[src/rtl/scan_chain_ctrl.sv]
// -----------------------------------------------------------------------------
// scan_chain_ctrl
//
// Sequencer for a single mux-scan chain whose flops sample on the falling edge
// of CLK. One run loads a parallel pattern into the chain, lets the chain take
// one functional capture, then unloads it and presents the captured chain
// state as a parallel word. The controller itself works on the rising edge,
// so SE/SI are stable for half a period before the chain samples them.
//
// Optional feature: define SCAN_CMP_EN to add an expected/mask comparison.
// The compare result is reported on MISMATCH together with DONE.
//
// Parameters
//   CHAIN_LEN   number of flops in the chain (2..256)
//
// Ports
//   CLK         clock (controller posedge, chain negedge)
//   RST         asynchronous active-high reset
//   START       one-cycle request to run a sequence, ignored while BUSY
//   ABORT       synchronous abort, only acted on while BUSY
//   PATTERN_IN  pattern to shift in, sampled on the START cycle
//   EXPECT_IN   (SCAN_CMP_EN) expected capture, sampled on the START cycle
//   MASK_IN     (SCAN_CMP_EN) don't-care mask (1 = ignore), sampled on START
//   SO          scan-out from the last chain flop
//   SE          scan enable to all chain flops
//   SI          scan-in to the first chain flop
//   BUSY        high from the cycle after START up to and including DONE
//   DONE        one-cycle pulse, RESULT valid
//   RESULT      captured chain contents, RESULT[k] is the k-th bit unloaded
//   MISMATCH    (SCAN_CMP_EN) masked compare of RESULT against EXPECT_IN
// -----------------------------------------------------------------------------
module scan_chain_ctrl #(
  parameter int CHAIN_LEN = 16
) (
  input  logic                 CLK,
  input  logic                 RST,
  input  logic                 START,
  input  logic                 ABORT,
  input  logic [CHAIN_LEN-1:0] PATTERN_IN,
`ifdef SCAN_CMP_EN
  input  logic [CHAIN_LEN-1:0] EXPECT_IN,
  input  logic [CHAIN_LEN-1:0] MASK_IN,
  output logic                 MISMATCH,
`endif
  input  logic                 SO,
  output logic                 SE,
  output logic                 SI,
  output logic                 BUSY,
  output logic                 DONE,
  output logic [CHAIN_LEN-1:0] RESULT
);

  localparam int CNT_W = $clog2(CHAIN_LEN);
  localparam logic [CNT_W-1:0] CNT_LAST = CNT_W'(CHAIN_LEN - 1);
  localparam logic [CNT_W-1:0] CNT_ONE  = CNT_W'(1'b1);
  localparam logic [CNT_W-1:0] CNT_ZERO = {CNT_W{1'b0}};

  typedef enum logic [2:0] {
    ST_IDLE      = 3'd0,
    ST_SHIFT_IN  = 3'd1,
    ST_CAPTURE   = 3'd2,
    ST_SHIFT_OUT = 3'd3,
    ST_FINISH    = 3'd4
  } state_t;

  state_t               state_r;
  state_t               state_nxt_s;
  logic [CNT_W-1:0]     cnt_r;
  logic [CNT_W-1:0]     cnt_nxt_s;
  logic [CHAIN_LEN-1:0] pat_r;
  logic [CHAIN_LEN-1:0] pat_nxt_s;
  logic [CHAIN_LEN-1:0] cap_r;
  logic [CHAIN_LEN-1:0] cap_nxt_s;
  logic [CHAIN_LEN-1:0] result_r;
  logic                 se_r;
  logic                 si_r;
  logic                 busy_r;
  logic                 done_r;
  logic                 se_nxt_s;
  logic                 si_nxt_s;
  logic                 busy_nxt_s;
  logic                 done_nxt_s;
  logic                 load_res_s;
  logic                 start_acc_s;

`ifdef SCAN_CMP_EN
  logic [CHAIN_LEN-1:0] exp_r;
  logic [CHAIN_LEN-1:0] mask_r;
  logic                 mismatch_r;

  // Any unmasked bit that differs from the expectation flags a miscompare.
  function automatic logic masked_miscompare(
    input logic [CHAIN_LEN-1:0] actual,
    input logic [CHAIN_LEN-1:0] expected,
    input logic [CHAIN_LEN-1:0] dont_care
  );
    return |((actual ^ expected) & ~dont_care);
  endfunction
`endif

  // FSM state register.
  always_ff @(posedge CLK or posedge RST) begin
    if (RST) begin
      state_r <= ST_IDLE;
    end else begin
      state_r <= state_nxt_s;
    end
  end

  // Next state, counter, shadow registers and next values of the outputs.
  always_comb begin
    state_nxt_s = state_r;
    cnt_nxt_s   = cnt_r;
    pat_nxt_s   = pat_r;
    cap_nxt_s   = cap_r;
    si_nxt_s    = 1'b0;
    load_res_s  = 1'b0;
    start_acc_s = 1'b0;

    if (ABORT && (state_r != ST_IDLE)) begin
      state_nxt_s = ST_IDLE;
      cnt_nxt_s   = CNT_ZERO;
    end else begin
      case (state_r)
        ST_IDLE: begin
          if (START) begin
            // Bit 0 goes out in the first shift cycle; the rest waits in pat_r.
            start_acc_s = 1'b1;
            state_nxt_s = ST_SHIFT_IN;
            cnt_nxt_s   = CNT_ZERO;
            si_nxt_s    = PATTERN_IN[0];
            pat_nxt_s   = {1'b0, PATTERN_IN[CHAIN_LEN-1:1]};
          end else begin
            state_nxt_s = ST_IDLE;
            cnt_nxt_s   = CNT_ZERO;
          end
        end
        ST_SHIFT_IN: begin
          if (cnt_r == CNT_LAST) begin
            state_nxt_s = ST_CAPTURE;
            cnt_nxt_s   = CNT_ZERO;
          end else begin
            cnt_nxt_s   = cnt_r + CNT_ONE;
            si_nxt_s    = pat_r[0];
            pat_nxt_s   = {1'b0, pat_r[CHAIN_LEN-1:1]};
          end
        end
        ST_CAPTURE: begin
          // SO already shows the captured last flop at the edge ending CAPTURE.
          state_nxt_s = ST_SHIFT_OUT;
          cnt_nxt_s   = CNT_ZERO;
          cap_nxt_s   = {SO, cap_r[CHAIN_LEN-1:1]};
        end
        ST_SHIFT_OUT: begin
          if (cnt_r == CNT_LAST) begin
            // All CHAIN_LEN samples are in cap_r; SO here is don't-care.
            state_nxt_s = ST_FINISH;
            cnt_nxt_s   = CNT_ZERO;
            load_res_s  = 1'b1;
          end else begin
            cnt_nxt_s   = cnt_r + CNT_ONE;
            cap_nxt_s   = {SO, cap_r[CHAIN_LEN-1:1]};
          end
        end
        ST_FINISH: begin
          state_nxt_s = ST_IDLE;
          cnt_nxt_s   = CNT_ZERO;
        end
        default: begin
          state_nxt_s = ST_IDLE;
          cnt_nxt_s   = CNT_ZERO;
        end
      endcase
    end

    // Outputs are registered, so they follow the state being entered.
    se_nxt_s   = (state_nxt_s == ST_SHIFT_IN) || (state_nxt_s == ST_SHIFT_OUT);
    busy_nxt_s = (state_nxt_s != ST_IDLE);
    done_nxt_s = (state_nxt_s == ST_FINISH);
  end

  // Datapath and output registers.
  always_ff @(posedge CLK or posedge RST) begin
    if (RST) begin
      cnt_r      <= CNT_ZERO;
      pat_r      <= {CHAIN_LEN{1'b0}};
      cap_r      <= {CHAIN_LEN{1'b0}};
      result_r   <= {CHAIN_LEN{1'b0}};
      se_r       <= 1'b0;
      si_r       <= 1'b0;
      busy_r     <= 1'b0;
      done_r     <= 1'b0;
`ifdef SCAN_CMP_EN
      exp_r      <= {CHAIN_LEN{1'b0}};
      mask_r     <= {CHAIN_LEN{1'b0}};
      mismatch_r <= 1'b0;
`endif
    end else begin
      cnt_r  <= cnt_nxt_s;
      pat_r  <= pat_nxt_s;
      cap_r  <= cap_nxt_s;
      se_r   <= se_nxt_s;
      si_r   <= si_nxt_s;
      busy_r <= busy_nxt_s;
      done_r <= done_nxt_s;
      if (load_res_s) begin
        result_r <= cap_r;
      end
`ifdef SCAN_CMP_EN
      if (start_acc_s) begin
        exp_r  <= EXPECT_IN;
        mask_r <= MASK_IN;
      end
      if (load_res_s) begin
        mismatch_r <= masked_miscompare(cap_r, exp_r, mask_r);
      end
`endif
    end
  end

  assign SE     = se_r;
  assign SI     = si_r;
  assign BUSY   = busy_r;
  assign DONE   = done_r;
  assign RESULT = result_r;
`ifdef SCAN_CMP_EN
  assign MISMATCH = mismatch_r;
`endif

endmodule

[config.mk]
export PLATFORM = sky130hd
export DESIGN_NAME = scan_chain_ctrl
export DESIGN_NICKNAME = d
export VERILOG_FILES = /design/src/rtl/scan_chain_ctrl.sv
export SDC_FILE = /design/constraint.sdc
export NUM_CORES = 1
export LEC_CHECK = 0
export BUFFER_PORTS_ARGS = -buffer_cell sky130_fd_sc_hd__buf_2
export CAP_MARGIN = 15
export CORE_MARGIN = 2
export CORE_UTILIZATION = 35
export CTS_BUF_LIST = sky130_fd_sc_hd__clkbuf_8
export CTS_CLUSTER_SIZE = 40
export DETAILED_ROUTE_END_ITERATION = 8
export GPL_TIMING_DRIVEN = 0
export SLEW_MARGIN = 20
export SYNTH_ARGS = -nofsm -noshare
export SYNTH_HDL_FRONTEND = slang
export SYNTH_SLANG_ARGS = --single-unit
[constraint.sdc]
create_clock -name CLK -period 2.7 [get_ports CLK]
set_input_delay 0.27 -clock CLK [delete_from_list [all_inputs] [get_ports CLK]]
set_output_delay 0.27 -clock CLK [all_outputs]
set_load 0.02 [all_outputs]
==> qor.tcl, run 1 <==
set qor(synth_enable_flop_cells) 0
set qor(internal-power_uw) 1650
set qor(tritoncts) {yes}
set qor(clockPowerShare_pct) 38.0
set qor(synth-seq-area-share_pct) 59.2
set qor(async_reset_ff_share_pct) 100
set qor(post_drt_via_cell_ratio) 4.42
set qor(fmaxAchievable_mhz) 439
set qor(avgSynthCellArea_sq_um) 14.8
set qor(globalRoute.totalOverflow) 0
set qor(fin_worst_skew_ps) 6.18
set qor(final_core_utilization_pct) 44.3
set qor(cp_slowest_cell) {sky130_fd_sc_hd__nor3b_1}
set qor(placement.io_buffers) 40
set qor(die_area_sq_um) 7690
set qor(netlist_top_cells_area) {sky130_fd_sc_hd__dfrtp_1, sky130_fd_sc_hd__mux2_2, sky130_fd_sc_hd__mux2_4, sky130_fd_sc_hd__buf_6, sky130_fd_sc_hd__inv_1}
set qor(grt.met1_usage_pct) 15.3
set qor(critical-path-max-stage-delay_ps) 630
set qor(startpoint_of_the_most_critical_hold_path) {SO}
set qor(netlist-cell-type-count) 26
set qor(r2r-start) {state_r[2]$_DFF_PP0_}
set qor(htreeDepth) 3
set qor(placedCellCount) 303
set qor(cts.sink_count) 58
set qor(netlist.area_leader.share_pct) 59.2
set qor(number_of_antenna_violations_at_the_first_check_in_global_routing) 0
set qor(drt_drc_violations_left) 0
set qor(drive_above_1_share_pct) 55.6
set qor(area.sequential_sq_um) 1450
set qor(critical_path.endpoint_type) {flop}
set qor(grt_max_degree) 39
set qor(clk-insertion-delay-late_ps) 330
set qor(core_sq_um) 6790
set qor(regToRegEndpoint) {pat_r[1]$_DFFE_PP0P_}
set qor(via_count_of_the_first_global_routing_pass) 1454
set qor(antenna_left) 0
set qor(seqPwrFrac_pct) 48.7
set qor(run_status) {complete, no violations}
set qor(ys_ff_latch) 58
set qor(post_layout_nonfiller_instances) 319
set qor(worstHoldEndpoint) {cap_r[15]$_DFFE_PP0P_}
set qor(flow.area_growth_from_synthesis_pct) 22.7
set qor(post-synth-top-count-cell) {sky130_fd_sc_hd__dfrtp_1}
set qor(tritoncts.num_buffers) 9
set qor(drt_iter0_drc) 51
set qor(yosys_warnings) 0
set qor(worst-endpoint-arrival_ps) 2490
set qor(worst-path-buf-inv) 2
set qor(drv.max_cap_violation_count) 0
set qor(finalCriticalPeriod_ps) 2280
set qor(timing_max_transition_violations_final) 0
set qor(ys_flop_type) {sky130_fd_sc_hd__dfrtp_1}
set qor(die_height_um) 87.7
set qor(synth_cells) 166
set qor(wl_per_cell_um) 12.6
set qor(fin_nets) 241
set qor(timing.critical_path.cells) {buf_2 > nor3b_1 > buf_2 > mux2_2 > mux2_2}
set qor(cts-root-to-sink-buffers) 2
set qor(pwr-share-comb_pct) 13.3
set qor(synth.top_cells.by_count) {sky130_fd_sc_hd__dfrtp_1, sky130_fd_sc_hd__mux2_2, sky130_fd_sc_hd__mux2_4}
set qor(setup_viol_count_final) 0
set qor(gp_congestion) 0.696
set qor(cts.root.buffer_cell) {sky130_fd_sc_hd__clkbuf_8}
set qor(initial_core_util_pct) 36.1
set qor(reg2reg_slack_ps) 420
set qor(post_cts.repair.setup_buffers) 0
set qor(grt.met3_usage_pct) 6.79
set qor(power.ir.vdd_worst_uv) 429
set qor(clock_transition_at_the_register_clock_pins_on_the_worst_setup_and_hold_paths_after_cts_ps) 60
set qor(grt_setup_unrepaired) {false}
set qor(slew_headroom_pct) 51.9
set qor(power_switching_share_pct) 22.5
set qor(drt_first_pass_iters) 4
set qor(met2_usage_pct) 17.8
set qor(layout_filler_cell_count) 627
set qor(tightest_slew_ps) 721
set qor(busiest_layer_in_global_routing) {met2}
set qor(final_hold_viol_count) 0
set qor(critPathRequiredTime_ps) 2910
set qor(floorplan.io_pins) 41
set qor(drt-total-wl_um) 4020
set qor(power.density_nw_per_um2) 708
set qor(detailed_place_hpwl_um) 2700
set qor(chipWidth_um) 87.7
set qor(period_share_pct) 84.3
set qor(static-leakage-power_uw) 0.00154
set qor(post_route_setup_tns_ps) 0
set qor(crit_path_max_fanout) 10
set qor(syn-num-nets) 188
set qor(min_path_cells) 2
set qor(grt_pass1_wl_um) 7020
set qor(timing.critical_path.from_type) {flop}
set qor(n_antenna_cell) 0
set qor(reg2reg_depth) 5
set qor(post-synth-top-area-cell) {sky130_fd_sc_hd__dfrtp_1}
set qor(timing.critical_path.max_delay_family) {simple AND/OR/NAND/NOR gates}
set qor(area_of_combinational_cells_with_multiple_inputs_sq_um) 930
set qor(switchingPower_uw) 480
set qor(hold_path_class) {in -> reg}
set qor(via_count) 1410
set qor(rows) 30
set qor(critPathKind) {reg -> reg}
set qor(global_router_s_overall_resource_usage_pct) 12.2
set qor(synthesis.area_sq_um) 2450
[registers in the layout, summed over array words and instances, names as in the netlist]
| name | cells |
|---|---|
| RESULT | 16 |
| cap_r | 16 |
| pat_r | 15 |
| cnt_r | 4 |
| state_r | 3 |
| BUSY | 1 |
| DONE | 1 |
| SE | 1 |
| SI | 1 |
[metrics by stage]
| step | setup slack, ps | total power, uW | hold slack (ps) | area, sq um |
|---|---|---|---|---|
| after floorplan | 743 | 1270 | 341 | 2450 |
| after global placement | 234 | 1330 | 484 | 2770 |
| after CTS | 395 | 2180 | 145 | 3010 |
| final | 424 | 2130 | 169 | 3010 |
| after global routing | 319 | 2250 | 155 | 3010 |
| after detailed placement | 414 | 1340 | 240 | 2790 |
[worst reg2reg max path: stages, from the launching register on]
cell	delay (ps)
sky130_fd_sc_hd__dfrtp_1	350
sky130_fd_sc_hd__buf_2	170
sky130_fd_sc_hd__nor3b_1	630
sky130_fd_sc_hd__buf_2	370
sky130_fd_sc_hd__mux2_2	370
sky130_fd_sc_hd__mux2_2	270
[placed cells by master (no fill, tap or decap), drive strengths merged, types with 2 or more instances in the layout]
| cell type | synthesis | layout |
|---|---|---|
| inv | 6 | 7 |
| mux2 | 60 | 60 |
| nor2b | 2 | 2 |
| dfrtp | 58 | 58 |
| nor3 | 2 | 2 |
| nor3b | 2 | 2 |
| a21oi | 4 | 4 |
| clkbuf | 0 | 12 |
| nand2b | 3 | 3 |
| nand3 | 3 | 3 |
| nor2 | 5 | 5 |
| o21ai | 3 | 3 |
| buf | 7 | 48 |
[timing repair]
item	4_1_cts	5_1_grt
gates resized for setup	0	0
hold buffers	1	0
hold endpoints to repair	20	0
[cell families after synthesis]
family | Yosys count | synth area share, %
flip-flops | 58 | 59.2
AO/OA/AOI/OAI | 11 | 2.81
AND/OR/NAND/NOR | 21 | 5.11
XOR/XNOR | 2 | 0.715
multiplexers | 60 | 28.8
adder cells (fa/ha/maj) | 1 | 0.511
buffers and inverters | 13 | 2.81
[power groups by stage]
stage | Clock, uW | Combinational, uW | Sequential, uW
floorplan | 0 | 220 | 1050
global placement | 0 | 280 | 1050
detailed placement | 0 | 289 | 1050
CTS | 849 | 291 | 1040
global route | 886 | 315 | 1050
finish | 809 | 284 | 1040
[how the worst max path moves through the flow]
stage,endpoint,cells after the start,startpoint,slack (ps)
after floorplan,pat_r[0]$_DFFE_PP0P_,5,state_r[2]$_DFF_PP0_,740
after global placement,RESULT[10]$_DFFE_PP0P_,2,RST,230
after detailed placement,pat_r[2]$_DFFE_PP0P_,5,state_r[2]$_DFF_PP0_,410
after CTS,pat_r[1]$_DFFE_PP0P_,5,state_r[2]$_DFF_PP0_,390
after global routing,pat_r[1]$_DFFE_PP0P_,5,state_r[2]$_DFF_PP0_,320
final,pat_r[1]$_DFFE_PP0P_,5,state_r[2]$_DFF_PP0_,420
[final cells by class]
type | instances | share of cell area [%]
Inverter | 6 | 0.832
Clock inverter | 3 | 1.29
Clock buffer | 12 | 5.49
Tap cell | 96 | 4.00
Buffer | 7 | 1.54
Timing Repair Buffer | 42 | 7.66
Sequential cell | 58 | 48.3
Multi-Input combinational cell | 95 | 30.9
[per-layer routing]
metal / up-vias / routed length [um]
met5: - / 0
met4: 0 / 49
met3: 5 / 242
met2: 35 / 1770
met1: 682 / 1960
li1: 688 / -
No activity file was read; power rests on OpenSTA's default activity.
==> run 2: changes to the inputs <==
==> constraint.sdc (replaced) <==
create_clock -name CLK -period 2 [get_ports CLK]
set_input_delay 0.2 -clock CLK [delete_from_list [all_inputs] [get_ports CLK]]
set_output_delay 0.2 -clock CLK [all_outputs]
set_load 0.02 [all_outputs]
==> run 2 against run 1 <==
Clock power up 35%. Setup slack worse by 330 ps. First-iteration DRC count up 14%. Largest cell class unchanged. Utilization up 0.76 points. Register-to-register slack worse by 330 ps.
==> qor.tcl, run 2 (same netlist as run 1, synthesis figures left out) <==
set qor(post-route-worst-setup-slack_ps) 94.4 ;# -329 ps
set qor(post_route_setup_tns_ps) 0 ;# unchanged
set qor(floorplan.io_pins) 41 ;# unchanged
set qor(final_hold_viol_count) 0 ;# unchanged
set qor(hold_path_class) {in -> reg}
set qor(detailed_place_hpwl_um) 2700 ;# unchanged
set qor(drive_above_1_share_pct) 57.8 ;# +2.2 points
set qor(timing_max_transition_violations_final) 0 ;# unchanged
set qor(crit_path_max_fanout) 10 ;# unchanged
set qor(placement.io_buffers) 40 ;# unchanged
set qor(number_of_antenna_violations_at_the_first_check_in_global_routing) 0 ;# unchanged
set qor(drv.max_cap_violation_count) 0 ;# unchanged
set qor(chipWidth_um) 87.7 ;# unchanged
set qor(layout_common_cells) {sky130_fd_sc_hd__dfrtp_1, sky130_fd_sc_hd__mux2_2, sky130_fd_sc_hd__buf_2, sky130_fd_sc_hd__clkbuf_8, sky130_fd_sc_hd__mux2_4}
set qor(wl_per_cell_um) 12.6 ;# about the same
set qor(cts.sink_count) 58 ;# unchanged
set qor(startpoint_of_the_most_critical_hold_path) {SO}
set qor(grt_setup_unrepaired) {false}
set qor(tritoncts.num_buffers) 9 ;# unchanged
set qor(fin_nets) 243 ;# +0.83%
set qor(fmaxAchievable_mhz) 525 ;# +19%
set qor(fin_total_pwr_uw) 2890 ;# +36%
set qor(clk-insertion-delay-late_ps) 330 ;# about the same
set qor(fin_worst_skew_ps) 6.68 ;# +0.509 ps
set qor(run_status) {complete, no violations}
set qor(cts.root.buffer_cell) {sky130_fd_sc_hd__clkbuf_8}
set qor(drt_iter0_drc) 58 ;# +14%
set qor(global_router_s_overall_resource_usage_pct) 12.3 ;# +0.14 points
set qor(drt-total-wl_um) 4040 ;# +0.62%
set qor(gp_congestion) 0.696 ;# unchanged
set qor(critical_path.endpoint_type) {flop}
set qor(static-leakage-power_uw) 0.00157 ;# +1.8%
set qor(slew_headroom_pct) 77.1 ;# +25 points
set qor(most_common_cell_after_layout_fill_and_taps_aside) {sky130_fd_sc_hd__dfrtp_1}
set qor(pre_cts_ws_ps) -286 ;# -700 ps
set qor(post_drt_via_cell_ratio) 4.48 ;# +1.3%
set qor(rows) 30 ;# unchanged
set qor(worstHoldEndpoint) {cap_r[15]$_DFFE_PP0P_}
set qor(initial_core_util_pct) 36.1 ;# unchanged
set qor(globalRoute.totalOverflow) 0 ;# unchanged
set qor(antenna_left) 0 ;# unchanged
set qor(htreeDepth) 3 ;# unchanged
set qor(tritoncts) {yes}
set qor(dpl_cell_area_sq_um) 2790 ;# unchanged
set qor(grt_pass1_wl_um) 7130 ;# +1.6%
set qor(via_count) 1437 ;# +1.9%
set qor(finalCriticalPeriod_ps) 1910 ;# -371 ps
set qor(cts-root-to-sink-buffers) 2 ;# unchanged
set qor(drt_drc_violations_left) 0 ;# unchanged
set qor(die_area_sq_um) 7690 ;# unchanged
set qor(setup_viol_count_final) 0 ;# unchanged
set qor(r2r-start) {cnt_r[1]$_DFF_PP0_}
set qor(power.density_nw_per_um2) 946 ;# +34%
set qor(tightest_slew_ps) 343 ;# -378 ps
set qor(regToRegEndpoint) {RESULT[5]$_DFFE_PP0P_}
set qor(area_of_combinational_cells_with_multiple_inputs_sq_um) 966 ;# +3.9%
set qor(grt_max_degree) 39 ;# unchanged
set qor(worst-endpoint-arrival_ps) 2120 ;# -370 ps
set qor(die_height_um) 87.7 ;# unchanged
set qor(via_count_of_the_first_global_routing_pass) 1489 ;# +2.4%
set qor(period_share_pct) 95.3 ;# +11 points
set qor(critPathKind) {reg -> reg}
set qor(finish.instance_area_sq_um) 3060 ;# +1.7%
set qor(drt_first_pass_iters) 4 ;# unchanged
set qor(layout_filler_cell_count) 631 ;# +0.64%
set qor(power.ir.vdd_worst_uv) 578 ;# +35%
set qor(flow.area_growth_from_synthesis_pct) 24.8
set qor(core_sq_um) 6790 ;# unchanged
set qor(timing.critical_path.from_type) {flop}
set qor(n_antenna_cell) 0 ;# unchanged
set qor(area.sequential_sq_um) 1450 ;# unchanged
set qor(reg2reg_depth) 5 ;# unchanged
set qor(min_path_cells) 2 ;# unchanged
set qor(critPathRequiredTime_ps) 2220 ;# -690 ps
set qor(clock_transition_at_the_register_clock_pins_on_the_worst_setup_and_hold_paths_after_cts_ps) 60 ;# about the same
set qor(reg2reg_slack_ps) 90 ;# -330 ps
[run 2: cell count changes in the layout (fill, tap and decap cells not counted)]
cell,delta
sky130_fd_sc_hd__buf_1,-1
sky130_fd_sc_hd__buf_4,+3
sky130_fd_sc_hd__buf_6,-1
sky130_fd_sc_hd__clkbuf_4,+1
sky130_fd_sc_hd__ha_1,-1
sky130_fd_sc_hd__ha_4,+1
sky130_fd_sc_hd__nand4_2,-1
sky130_fd_sc_hd__nand4_4,+1
sky130_fd_sc_hd__nor3b_1,-1
sky130_fd_sc_hd__nor3b_4,+1
sky130_fd_sc_hd__or4b_1,-1
sky130_fd_sc_hd__or4b_4,+1
[run 2: worst max path at each step]
stage | slack [ps] | start | to | cells past startpoint
2_1_floorplan | 40 | state_r[2]$_DFF_PP0_ | pat_r[9]$_DFFE_PP0P_ | 5
3_3_place_gp | -400 | RST | RESULT[10]$_DFFE_PP0P_ | 2
3_5_place_dp | -290 | state_r[2]$_DFF_PP0_ | pat_r[2]$_DFFE_PP0P_ | 5
4_1_cts | 20 | cnt_r[0]$_DFF_PP0_ | RESULT[5]$_DFFE_PP0P_ | 6
5_1_grt | 3 | cnt_r[1]$_DFF_PP0_ | RESULT[3]$_DFFE_PP0P_ | 5
6_report | 90 | cnt_r[1]$_DFF_PP0_ | RESULT[5]$_DFFE_PP0P_ | 5
[run 2: worst max-delay path, cell delays in order, from the launching register on]
cell and delay [ps]:
sky130_fd_sc_hd__dfrtp_1 410, sky130_fd_sc_hd__ha_4 180, sky130_fd_sc_hd__nand4_4 100, sky130_fd_sc_hd__or4b_4 600
sky130_fd_sc_hd__buf_6 200, sky130_fd_sc_hd__mux2_4 300
[run 2: timing repair]
| action | 4_1_cts | 5_1_grt |
|---|---|---|
| setup endpoints to repair | 18 | 21 |
| hold endpoints to repair | 20 | 0 |
| hold buffers | 1 | 0 |
| pin swaps | 0 | 1 |
| buffers inserted | 1 | 2 |
| gates cloned | 0 | 0 |
| gates resized for setup | 5 | 3 |
[run 2: through the flow]
step / utilization (%) / hold WS [ps] / std cells
3_3_place_gp: 40.8 / 439 / 302
3_5_place_dp: 41.1 / 170 / 303
2_1_floorplan: - / 271 / 166
6_report: 45.0 / 98.5 / 321
5_1_grt: 45.0 / 84.8 / 321
4_1_cts: 44.7 / 74.8 / 320
[run 2: layer usage]
layer	vias to the layer above	routed length (um)	track usage (%)	share of wire, %
met5	-	0	0	0
met1	702	1910	15.0	47
met4	0	45	4.20	1.1
li1	692	-	-	-
met3	7	265	6.79	6.6
met2	36	1820	18.6	45
[run 2: report_power, final]
part           switching, uW  total [uW]  internal, uW  leakage [uW]
clock                    429        1090           663      0.000110
sequential              72.6        1400          1330      0.000769
combinational            151         398           247      0.000688
[run 2: cell type report]
| type | count | share of cell area, % |
|---|---|---|
| Sequential cell | 58 | 47.5 |
| Multi-Input combinational cell | 95 | 31.6 |
| Timing Repair Buffer | 45 | 8.27 |
| Clock buffer | 12 | 5.40 |
| Tap cell | 96 | 3.93 |
| Clock inverter | 3 | 1.27 |
| Buffer | 6 | 1.27 |
| Inverter | 6 | 0.818 |
==> run 3: changes to the inputs <==
--- a/config.mk
+++ b/config.mk
@@ -5,13 +5,13 @@
 export SDC_FILE = /design/constraint.sdc
 export NUM_CORES = 1
 export LEC_CHECK = 0
-export BUFFER_PORTS_ARGS = -buffer_cell sky130_fd_sc_hd__buf_2
 export CAP_MARGIN = 15
 export CORE_MARGIN = 2
 export CORE_UTILIZATION = 35
 export CTS_BUF_LIST = sky130_fd_sc_hd__clkbuf_8
 export CTS_CLUSTER_SIZE = 40
 export DETAILED_ROUTE_END_ITERATION = 8
+export DONT_BUFFER_PORTS = 1
 export GPL_TIMING_DRIVEN = 0
 export SLEW_MARGIN = 20
 export SYNTH_ARGS = -nofsm -noshare
==> run 3 against run 2 <==
Maximum frequency decreased by 1.4%. Die area did not move. Largest cell class unchanged. Sequential share of layout area up 3.3 points. Power is 1.6% lower. Register-to-register slack got worse by 30 ps. Design area down 6.5%. Utilization decreased by 2.9 points. Largest power group unchanged. Cell count decreased by 12%. Clock-buffer cell count down 1. Hold slack got worse by 80 ps. Non-clock buffer count down 40. Clock power hardly changed.
==> qor.tcl, run 3 (same netlist as run 1, synthesis figures left out) <==
set qor(r2r-start) {cnt_r[0]$_DFF_PP0_}
set qor(timing.critical_path.cells) {ha_4 > nand4_4 > or4b_4 > buf_6 > buf_6 > mux2_4}
set qor(run_status) {complete, no violations}
set qor(setup_viol_count_final) 0 ;# unchanged
set qor(worst-endpoint-arrival_ps) 2140 ;# +20 ps
set qor(placedCellCount) 263 ;# -13%
set qor(core_sq_um) 6790 ;# unchanged
set qor(cp_slowest_cell) {sky130_fd_sc_hd__or4b_4}
set qor(detailed_place_hpwl_um) 2690 ;# -0.35%
set qor(min_path_cells) 2 ;# unchanged
set qor(post_layout_nonfiller_instances) 282 ;# -12%
set qor(via_count_of_the_first_global_routing_pass) 1435 ;# -3.6%
set qor(layout_common_cells) {sky130_fd_sc_hd__dfrtp_1, sky130_fd_sc_hd__mux2_2, sky130_fd_sc_hd__clkbuf_8, sky130_fd_sc_hd__mux2_4, sky130_fd_sc_hd__inv_1}
set qor(cts.root.buffer_cell) {sky130_fd_sc_hd__clkbuf_8}
set qor(chipWidth_um) 87.7 ;# unchanged
set qor(worstHoldEndpoint) {pat_r[14]$_DFFE_PP0P_}
set qor(critPathKind) {reg -> reg}
set qor(slew_headroom_pct) 74.9 ;# -2.2 points
set qor(fin_total_pwr_uw) 2850 ;# -1.6%
set qor(most_common_cell_after_layout_fill_and_taps_aside) {sky130_fd_sc_hd__dfrtp_1}
set qor(die_area_sq_um) 7690 ;# unchanged
set qor(area.sequential_sq_um) 1450 ;# about the same
set qor(post_drt_via_cell_ratio) 4.62 ;# +3.3%
set qor(worst-path-buf-inv) 2 ;# +1
set qor(gp_congestion) 0.685 ;# -1.7%
set qor(globalRoute.totalOverflow) 0 ;# unchanged
set qor(drive_above_1_share_pct) 47.8 ;# -9.9 points
set qor(hold_path_class) {in -> reg}
set qor(timing.critical_path.from_type) {flop}
set qor(drt_first_pass_iters) 4 ;# unchanged
set qor(grt_pass1_wl_um) 6890 ;# -3.4%
set qor(wl_per_cell_um) 14.5 ;# +15%
set qor(number_of_antenna_violations_at_the_first_check_in_global_routing) 0 ;# unchanged
set qor(flow.area_growth_from_synthesis_pct) 16.7
set qor(cts-root-to-sink-buffers) 2 ;# unchanged
set qor(timing.critical_path.max_delay_family) {simple AND/OR/NAND/NOR gates}
set qor(drt_drc_violations_left) 0 ;# unchanged
set qor(drt_iter0_drc) 31 ;# -47%
set qor(period_share_pct) 96.7 ;# +1.4 points
set qor(crit_path_max_fanout) 10 ;# unchanged
set qor(drv.max_cap_violation_count) 0 ;# unchanged
set qor(power.density_nw_per_um2) 996 ;# +5.3%
set qor(fin_nets) 203 ;# -16%
set qor(via_count) 1304 ;# -9.3%
set qor(static-leakage-power_uw) 0.00138 ;# -12%
set qor(htreeDepth) 3 ;# unchanged
set qor(floorplan.io_pins) 41 ;# unchanged
set qor(regToRegEndpoint) {RESULT[1]$_DFFE_PP0P_}
set qor(reg2reg_depth) 6 ;# +1
set qor(die_height_um) 87.7 ;# unchanged
set qor(fin_worst_skew_ps) 8.17 ;# +1.48 ps
set qor(antenna_left) 0 ;# unchanged
set qor(critical-path-max-stage-delay_ps) 510 ;# -90 ps
set qor(reg2reg_slack_ps) 70 ;# -30 ps
set qor(timing_max_transition_violations_final) 0 ;# unchanged
set qor(placement.io_buffers) 0 ;# -100%
set qor(cts.sink_count) 58 ;# unchanged
set qor(grt_setup_unrepaired) {true}
set qor(n_antenna_cell) 0 ;# unchanged
set qor(global_router_s_overall_resource_usage_pct) 12.0 ;# -0.37 points
set qor(area_of_combinational_cells_with_multiple_inputs_sq_um) 966 ;# unchanged
set qor(critical_path.endpoint_type) {flop}
set qor(rows) 30 ;# unchanged
set qor(tritoncts) {yes}
set qor(grt_max_degree) 31 ;# -21%
set qor(final_hold_viol_count) 0 ;# unchanged
set qor(initial_core_util_pct) 36.1 ;# unchanged
set qor(critPathRequiredTime_ps) 2210 ;# about the same
set qor(clk-insertion-delay-late_ps) 330 ;# about the same
set qor(tritoncts.num_buffers) 9 ;# unchanged
set qor(tightest_slew_ps) 377 ;# +33.9 ps
set qor(finalCriticalPeriod_ps) 1930 ;# +27.5 ps
set qor(layout_filler_cell_count) 640 ;# +1.4%
set qor(power.ir.vdd_worst_uv) 488 ;# -16%
set qor(critical_path.most_common_cell) {sky130_fd_sc_hd__buf_6}
set qor(startpoint_of_the_most_critical_hold_path) {PATTERN_IN[15]}
set qor(fmaxAchievable_mhz) 517 ;# -1.4%
set qor(clock_transition_at_the_register_clock_pins_on_the_worst_setup_and_hold_paths_after_cts_ps) 60 ;# about the same
set qor(drt-total-wl_um) 4080 ;# +1.0%
[run 3: cell count changes in the layout (fill, tap and decap cells not counted)]
cell                            change
sky130_fd_sc_hd__dfrtp_1            -1
sky130_fd_sc_hd__buf_2             -40
sky130_fd_sc_hd__dfrtp_2            +1
sky130_fd_sc_hd__buf_6              +1
sky130_fd_sc_hd__buf_4              -2
sky130_fd_sc_hd__dlygate4sd3_1      +1
sky130_fd_sc_hd__inv_1              +2
sky130_fd_sc_hd__clkbuf_8           -1
[run 3: power breakdown]
| group | total (uW) | internal, uW | switching [uW] | leakage, uW |
|---|---|---|---|---|
| logic | 352 | 227 | 125 | 0.000500 |
| clock network | 1070 | 628 | 445 | 0.000113 |
| registers | 1420 | 1330 | 91.8 | 0.000767 |
| total | 2850 | 2180 | 662 | 0.00138 |
[run 3: worst max-delay path by stage]
stage                                    start                     to  cells past startpoint
after detailed placement  state_r[2]$_DFF_PP0_   pat_r[4]$_DFFE_PP0P_                      5
after CTS                   cnt_r[0]$_DFF_PP0_  RESULT[1]$_DFFE_PP0P_                      6
after floorplan           state_r[2]$_DFF_PP0_   pat_r[9]$_DFFE_PP0P_                      5
final                       cnt_r[0]$_DFF_PP0_  RESULT[1]$_DFFE_PP0P_                      6
after global routing        cnt_r[0]$_DFF_PP0_  RESULT[3]$_DFFE_PP0P_                      6
after global placement                     RST  RESULT[9]$_DFFE_PP0P_                      1
[run 3: what timing repair did]
action                                 CTS  global route
buffers inserted                         0             1
endpoints found under the hold margin   29             0
resized for setup                        5             4
hold buffers                             2             0
pin swaps                                1             2
setup endpoints to repair               18            26
[run 3: final cells by class]
| class | count | area share, % |
|---|---|---|
| well taps | 96 | 4.20 |
| clock buffers | 11 | 5.30 |
| clock inverters | 5 | 1.62 |
| inverters | 6 | 0.875 |
| multi-input cells | 95 | 33.8 |
| repair buffers | 4 | 1.66 |
| flip-flops and latches | 58 | 50.8 |
| plain buffers | 7 | 1.75 |
[run 3: stage by stage]
stage / hold slack, ps / TNS [ps] / setup slack [ps] / utilization, % / area, sq um
3_5_place_dp: 87.0 / -2980 / -268 / 38.2 / 2590
5_1_grt: 4.45 / -13.9 / -6.86 / 42.1 / 2860
3_3_place_gp: 273 / -22350 / -331 / 37.8 / 2570
4_1_cts: 8.06 / 0 / 3.10 / 41.7 / 2840
6_report: 19.0 / 0 / 67.0 / 42.1 / 2860
2_1_floorplan: 271 / 0 / 43.0 / - / 2450
[run 3: metal layers]
layer  up-vias  wire (um)  track usage (%)
li1        616          -                -
met1       647       1890             14.0
met2        36       1850             18.9
met3         5        296             6.50
met4         0         38             3.78
met5         -          0                0
[run 3: worst reg2reg max path, stage by stage (launching register included)]
cell,delay [ps]
sky130_fd_sc_hd__dfrtp_2,400
sky130_fd_sc_hd__ha_4,180
sky130_fd_sc_hd__nand4_4,110
sky130_fd_sc_hd__or4b_4,510
sky130_fd_sc_hd__buf_6,160
sky130_fd_sc_hd__buf_6,160
sky130_fd_sc_hd__mux2_4,300
